--- src/rtl/keypad_pkg.sv ---
// keypad_pkg: shared FSM state type and width helpers for the keypad scanner
package keypad_pkg;
  typedef enum logic [1:0] {SCAN, DB_PRESS, HELD, DB_REL} kp_state_t;
  function automatic int cnt_w(input int max);
    return max < 1 ? 1 : $clog2(max + 1);
  endfunction
  function automatic int idx_w(input int n);
    return n < 2 ? 1 : $clog2(n);
  endfunction
  function automatic int code_w(input int rows, input int cols);
    return $clog2(rows * cols);
  endfunction
endpackage

--- src/rtl/keypad_scan_ctrl_sync_2ff.sv ---
// sync_2ff: two-flop synchronizer with asynchronous active-high reset to zero
module sync_2ff #(
  parameter int W = 1
) (
  input  logic         clk,
  input  logic         rst,
  input  logic [W-1:0] d,
  output logic [W-1:0] q
);
  logic [W-1:0] m;
  always_ff @(posedge clk or posedge rst)
    if (rst) {q, m} <= '0;
    else {q, m} <= {m, d};
endmodule

--- src/rtl/keypad_scan_ctrl.sv ---
// keypad_scan_ctrl: matrix keypad scanner with debounce, auto-repeat and valid/ready key events
module keypad_scan_ctrl import keypad_pkg::*; #(
  parameter int ROWS            = 4,
  parameter int COLS            = 4,
  parameter int SCAN_CYCLES     = 4,
  parameter int DEBOUNCE_CYCLES = 8,
  parameter int REPEAT_CYCLES   = 32
) (
  input  logic                          clk,
  input  logic                          reset,
  input  logic [COLS-1:0]               async_col,
  input  logic                          repeat_en,
  input  logic                          key_ready,
  output logic [ROWS-1:0]               row,
  output logic                          key_valid,
  output logic [$clog2(ROWS*COLS)-1:0]  key_code,
  output logic                          overrun
);
  localparam int CW = code_w(ROWS, COLS);
  localparam int RW = idx_w(ROWS);
  localparam int LW = idx_w(COLS);
  localparam int SW = cnt_w(SCAN_CYCLES - 1);
  localparam int DW = cnt_w(DEBOUNCE_CYCLES);
  localparam int PW = cnt_w(REPEAT_CYCLES);
  localparam logic [SW-1:0] SCAN_LAST = SW'(SCAN_CYCLES - 1);
  localparam logic [DW-1:0] DB_LAST   = DW'(DEBOUNCE_CYCLES - 1);
  localparam logic [PW-1:0] REP_LAST  = PW'(REPEAT_CYCLES - 1);
  localparam logic [RW-1:0] ROW_LAST  = RW'(ROWS - 1);
  localparam logic [CW-1:0] COLS_C    = CW'(COLS);
  logic [COLS-1:0] col;
  kp_state_t       state, state_n;
  logic [RW-1:0]   row_idx, row_next;
  logic [LW-1:0]   lock_col, low_col;
  logic [SW-1:0]   dwell;
  logic [DW-1:0]   db;
  logic [PW-1:0]   rep;
  logic [CW-1:0]   code;
  logic            sample, any_col, lock_hi, db_done, rep_done, emit;
  sync_2ff #(.W(COLS)) u_sync (
    .clk (clk),
    .rst (reset),
    .d   (async_col),
    .q   (col)
  );
  always_comb begin
    low_col = '0;
    for (int i = COLS - 1; i >= 0; i--) if (col[i]) low_col = LW'(i);
  end
  assign any_col  = |col;
  assign lock_hi  = col[lock_col];
  assign sample   = dwell == SCAN_LAST;
  assign db_done  = db >= DB_LAST;
  assign rep_done = rep >= REP_LAST;
  assign row_next = row_idx == ROW_LAST ? '0 : row_idx + 1'b1;
  assign row      = ROWS'(1) << row_idx;
  assign code     = CW'(row_idx) * COLS_C + CW'(lock_col);
  always_ff @(posedge clk or posedge reset)
    if (reset) state <= SCAN;
    else state <= state_n;
  always_comb begin
    state_n = state;
    case (state)
      SCAN:     state_n = sample && any_col ? DB_PRESS : SCAN;
      DB_PRESS: state_n = !lock_hi ? SCAN : db_done ? HELD : DB_PRESS;
      HELD:     state_n = lock_hi ? HELD : DB_REL;
      DB_REL:   state_n = lock_hi ? HELD : db_done ? SCAN : DB_REL;
      default:  state_n = SCAN;
    endcase
  end
  always_comb begin
    emit = 1'b0;
    emit = (state == DB_PRESS && lock_hi && db_done) ||
           (state == HELD && lock_hi && repeat_en && rep_done);
  end
  always_ff @(posedge clk or posedge reset)
    if (reset) begin
      row_idx  <= '0;
      lock_col <= '0;
      dwell    <= '0;
      db       <= '0;
      rep      <= '0;
    end else begin
      dwell <= state == SCAN && !sample ? dwell + 1'b1 : '0;
      db    <= ((state == DB_PRESS && lock_hi) || (state == DB_REL && !lock_hi)) && !db_done ? db + 1'b1 : '0;
      rep   <= state == HELD && lock_hi && repeat_en && !rep_done ? rep + 1'b1 : '0;
      if (state == SCAN && sample && any_col) lock_col <= low_col;
      if ((state == SCAN && sample && !any_col) || (state == DB_REL && !lock_hi && db_done)) row_idx <= row_next;
    end
  always_ff @(posedge clk or posedge reset)
    if (reset) begin
      key_valid <= 1'b0;
      key_code  <= '0;
      overrun   <= 1'b0;
    end else if (emit && (!key_valid || key_ready)) begin
      key_valid <= 1'b1;
      key_code  <= code;
    end else if (emit) begin
      overrun <= 1'b1;
    end else if (key_ready) begin
      key_valid <= 1'b0;
    end
endmodule
--- config.mk ---
export PLATFORM = sky130hd
export DESIGN_NAME = keypad_scan_ctrl
export DESIGN_NICKNAME = d
export VERILOG_FILES = /design/src/rtl/keypad_pkg.sv /design/src/rtl/keypad_scan_ctrl_sync_2ff.sv /design/src/rtl/keypad_scan_ctrl.sv
export SDC_FILE = /design/constraint.sdc
export NUM_CORES = 1
export LEC_CHECK = 0
export CAP_MARGIN = 10
export CORE_UTILIZATION = 53
export DETAILED_ROUTE_END_ITERATION = 12
export MAX_ROUTING_LAYER = met4
export PLACE_DENSITY = 0.77
export SLEW_MARGIN = 10
export SYNTH_ARGS = -nofsm -noshare
export SYNTH_HDL_FRONTEND = slang
export SYNTH_HIERARCHICAL = 1
export SYNTH_SLANG_ARGS = --single-unit
--- constraint.sdc ---
create_clock -name clk -period 2.1 [get_ports clk]
set_input_delay 0.42 -clock clk [delete_from_list [all_inputs] [get_ports clk]]
set_output_delay 0.42 -clock clk [all_outputs]
set_load 0.005 [all_outputs]
After elaboration in Yosys (flattened, before gate mapping) --
Index checks and enable logic that the tools add are counted.
Storage, ports and cells: register bits 32, input bits 8, output and inout port bits 10, logic and storage cells 77
Cells by class: $add $sub $neg 5, order comparisons 3, equality and inequality tests 6, shift operators 1, multiplexer cells 20, bitwise logic cells 1, reduce and logical (&&, ||, !) cells 30
Operators by type and width (count):
- $mux 2 | 10
- $logic_and 1x1->1 | 15
- $eq 2x2->1 const B | 4
- $pmux 2 s4 | 1
- $add 6x1->6 const B | 1
- $ge 6x5->1 const B | 1
- $logic_not 1->1 | 6
- $mux 1 | 6
- $mux 6 | 1
- $add 2x1->2 const B | 2
- $add 4x1->4 const B | 1
- $add 4x2->4 | 1
- $ge 4x3->1 const B | 1
- $logic_or 1x1->1 | 4
- $mux 4 | 1
- $reduce_and 2->1 | 2
- $reduce_or 4->1 | 1
- $shl 1x2->4 const A | 1
- $lt 2x3->1 const B | 1
- $bmux 1 s2 | 1
- $eq 2x1->1 const B | 1
- $logic_not 2->1 | 1
- $ne 2x1->1 const B | 1
- $reduce_bool 2->1 | 1
- $not 1->1 | 1

Depth between registers and ports, before layout --
depth in word-level cells 9, gate-level depth with buffers 6, mapped depth without buffers 5

Cells and area by module --
Netlist, hierarchy kept.
By module, submodules not included:
- keypad_scan_ctrl | times used 1, cells an instance 101, area each 1169.9 µm², sequential area each 600.6 µm²
- sync_2ff | times used 1, cells an instance 9, area each 203.9 µm², sequential area each 200.2 µm²

Least setup slack after synthesis --
Ideal clock, no wire load.
path type register to register, start point register lock_col[0], end point register row_idx[0], setup time 0.125 ns, arrival time 1.572 ns, required time 1.975 ns, slack 0.403 ns, cell stages (with the launch flop) 4, buffers on the path 0, period minus slack after synthesis 1.697 ns, path through dfrtp_1 mux4_2 o32a_4 mux2_4
On the way: longest elaborated chain between the ends 6
Ends and longest elaborated chain:
- start, declared | line keypad_scan_ctrl.sv:33 | logic [LW-1:0] lock_col, low_col;
- start signal, assigned | line keypad_scan_ctrl.sv:86 | if (state == SCAN && sample && any_col) lock_col <= low_col;
- $bmux 1 s2 | line keypad_scan_ctrl.sv:50 | assign lock_hi = col[lock_col];
- $mux 1 (implied by the code) | line keypad_scan_ctrl.sv:50
- $logic_not 1->1 | line keypad_scan_ctrl.sv:87 | if ((state == SCAN && sample && !any_col) || (state == DB_REL && !lock_hi && db_done)) row_idx <= row_next;
- $logic_and 1x1->1 (2 in series) | line keypad_scan_ctrl.sv:87
- $logic_or 1x1->1 | line keypad_scan_ctrl.sv:87
- end signal, assigned | line keypad_scan_ctrl.sv:87
- end, declared | line keypad_scan_ctrl.sv:32 | logic [RW-1:0] row_idx, row_next;
No other way between the ends. The select of a mux whose other input is x is not followed. A chain may end at the register's enable or synchronous reset.

Worst setup path in the final report --
start point register row_idx[0], end point output port row[2]
On the way: longest elaborated chain between the ends 1
Ends and longest elaborated chain:
- $shl 1x2->4 | line keypad_scan_ctrl.sv:55 | assign row = ROWS'(1) << row_idx;
- end, declared | line keypad_scan_ctrl.sv:14 | output logic [ROWS-1:0] row,
No other way between the ends.

==> metrics <==
CP endpoint kind=output port; Worst Tran Pin Value=0.3087 ns; post-layout minimum cycle time=1.940 ns; via count=872; post-DP HPWL=1626 um; total CTS buffers=5; placed instance count=156; core area=2455 um2; drt total wl=2216 um; Synth Flop Type=dfrtp_1; Seq. cell area=800.8 um2; layout cells sized above 1=14.18%; fmax=515.5 MHz; Yosys top cell area share=58.29%; htree depth=2; synthesized area per cell=12.49 um2; PwrDens=892.5 nW/um2; total track usage=19.78%; Initial Utilization=55.96%; relative slew slack=79.42%; DR WL/cell=13.51 um; Post-synth EDFFs=0; Pre-Repair DR Iteration Count=3; first-pass GRT wire length=3608 um; CP Class=flop to output port; status=completed; final hold slack=0.3357 ns; synthesized area=1374 um2; clk sink count=32; First DRT Iteration DRCs=15; Die ar.=2799 um2; worst-case clock buffer depth=2; Setup TNS=0 ns; CP required=1.68 ns; CTS root buffer=clkbuf_4; # diodes=0; Startpoint Class=flop; final clock skew=0.006828 ns; dominant cell type by area after synthesis=dfrtp_1; largest net degree at the start of global routing=25; row count=18; final period utilization=92.37%; Buffers on Ports=17; FFs w/ async S/R, synth=100.0%; area grow syn2layout=18.94%; DIE WIDTH=52.91 um; CTS tree=done; multi-input logic area=523.0 um2; fraction of the yosys area taken by sequential cells=58.29%; Top Ports=18; Final Max Tran Viols=0; number of standard cells in the final layout excluding fillers=164; Worst VDD drop=0.6007 mV; Pleak=0.7449 nW; clock transition at the registers of the reported paths=0.10 ns; initial antenna violation count=0; CP Max Fanout=6; Hold Buf Count CTS=0; vias in the first global route=841; DRT antenna net count=0; Synth Register Bits=32; HP Class=input port to async pin; Hold Violations, Final=0; post_cts resized=0; Post-CTS Setup Inserts=0; fillcell total=189; nets=148; Synthesized Nets=125; RSZ-0062 raised after global routing=false; max-cap violations=0; Mapped Cells=110; synth top area cells=dfrtp_1 58%, mux2_4 6.6%, ha_1 6.4%; yosys warns=6; # DRC=0; GRT overflow=0; clock latency on the worst-skew pair=0.33 ns; gpl congestion=0.7739; Vias/cell=5.317; post-synthesis cell type count=32; Worst Path Arrival=1.52 ns; Die Ht=52.91 um; Final setup viols=0
[placed cells by master (no fill, tap or decap), drive strengths merged, types with 2 or more instances in the layout]
cell type and count:
nor2 16, xor2 2, xnor2 3, dfrtp 32, ha 7, o22a 2, inv 9, clkinv 2
clkdlybuf4s50 17, nand3 6, mux2 7, nand2 4, a21oi 3, clkbuf 6
[final timing paths]
| kind | slack (ns) | endpoint | from | cells past startpoint |
|---|---|---|---|---|
| setup / recovery | 0.16 | row[2] | row_idx[0] | 3 |
| hold / removal | 0.34 | u_sync/q[2] | reset | 2 |
| setup reg to reg | 0.28 | row_idx[0] | lock_col[0] | 3 |
| hold reg to reg | 0.36 | u_sync/q[1] | u_sync/m[1] | 0 |
| max in group asynchronous | 1.41 | key_code[0] | reset | 3 |
| min in group clk | 0.36 | u_sync/q[1] | u_sync/m[1] | 0 |
[routing by layer]
| layer | vias to the layer above | track usage [%] | routed length (um) |
|---|---|---|---|
| li1 | 425 | - | - |
| met1 | 420 | 21.06 | 963 |
| met2 | 21 | 32.28 | 1124 |
| met3 | 6 | 8.621 | 93 |
| met4 | 0 | 7.895 | 35 |
| met5 | - | - | 0 |
[cell families after synthesis]
logic type	synth area share, %
AO/OA/AOI/OAI	6.922
buffers and inverters	3.642
adder cells (fa/ha/maj)	6.375
multiplexers	9.016
XOR/XNOR	3.188
AND/OR/NAND/NOR	12.57
flip-flops	58.29
[power breakdown]
group,switching (mW),internal (mW),total (mW)
clock network,0.205,0.159,0.364
logic,0.147,0.188,0.335
registers,0.0703,0.689,0.760
total,0.422,1.04,1.46
[critical path, cell delays in order, from the launching register on]
cell and delay, ns:
dfrtp_1 0.45, inv_1 0.11, ha_1 0.15, clkdlybuf4s50_1 0.49
[cells in the mapped netlist, types with 2 or more instances]
cell type	number
ha_1	7
nand2_1	4
dfrtp_1	32
xor2_1	2
inv_1	9
nor2_1	16
nand3_1	6
xnor2_1	3
mux2_4	6
a21oi_1	3
[final cells by class]
type | instances | area share, %
Clock inverter | 2 | 0.6126
Timing Repair Buffer | 18 | 10.87
Sequential cell | 32 | 49.00
Clock buffer | 6 | 3.139
Tap cell | 30 | 2.297
Inverter | 9 | 2.067
Multi-Input combinational cell | 67 | 32.01
[metrics by stage]
step | util [%] | total power [mW] | worst slack, ns | instance area, um2
after floorplan | - | 0.9829 | 0.4025 | 1374
after global placement | 64.07 | 1.083 | 0.1703 | 1573
after detailed placement | 64.07 | 1.111 | 0.1486 | 1573
after CTS | 66.56 | 1.470 | 0.1444 | 1634
after global routing | 66.56 | 1.550 | 0.08599 | 1634
final | 66.56 | 1.458 | 0.1603 | 1634
[sequential cells by signal, summed over array words and instances (netlist names)]
| signal | flops |
|---|---|
| rep | 6 |
| dwell | 2 |
| key_code | 4 |
| u_sync/q | 4 |
| u_sync/m | 4 |
| db | 4 |
| key_valid | 1 |
| state | 2 |
| row_idx | 2 |
| overrun | 1 |
| lock_col | 2 |
No activity file was read; power rests on OpenSTA's default activity.
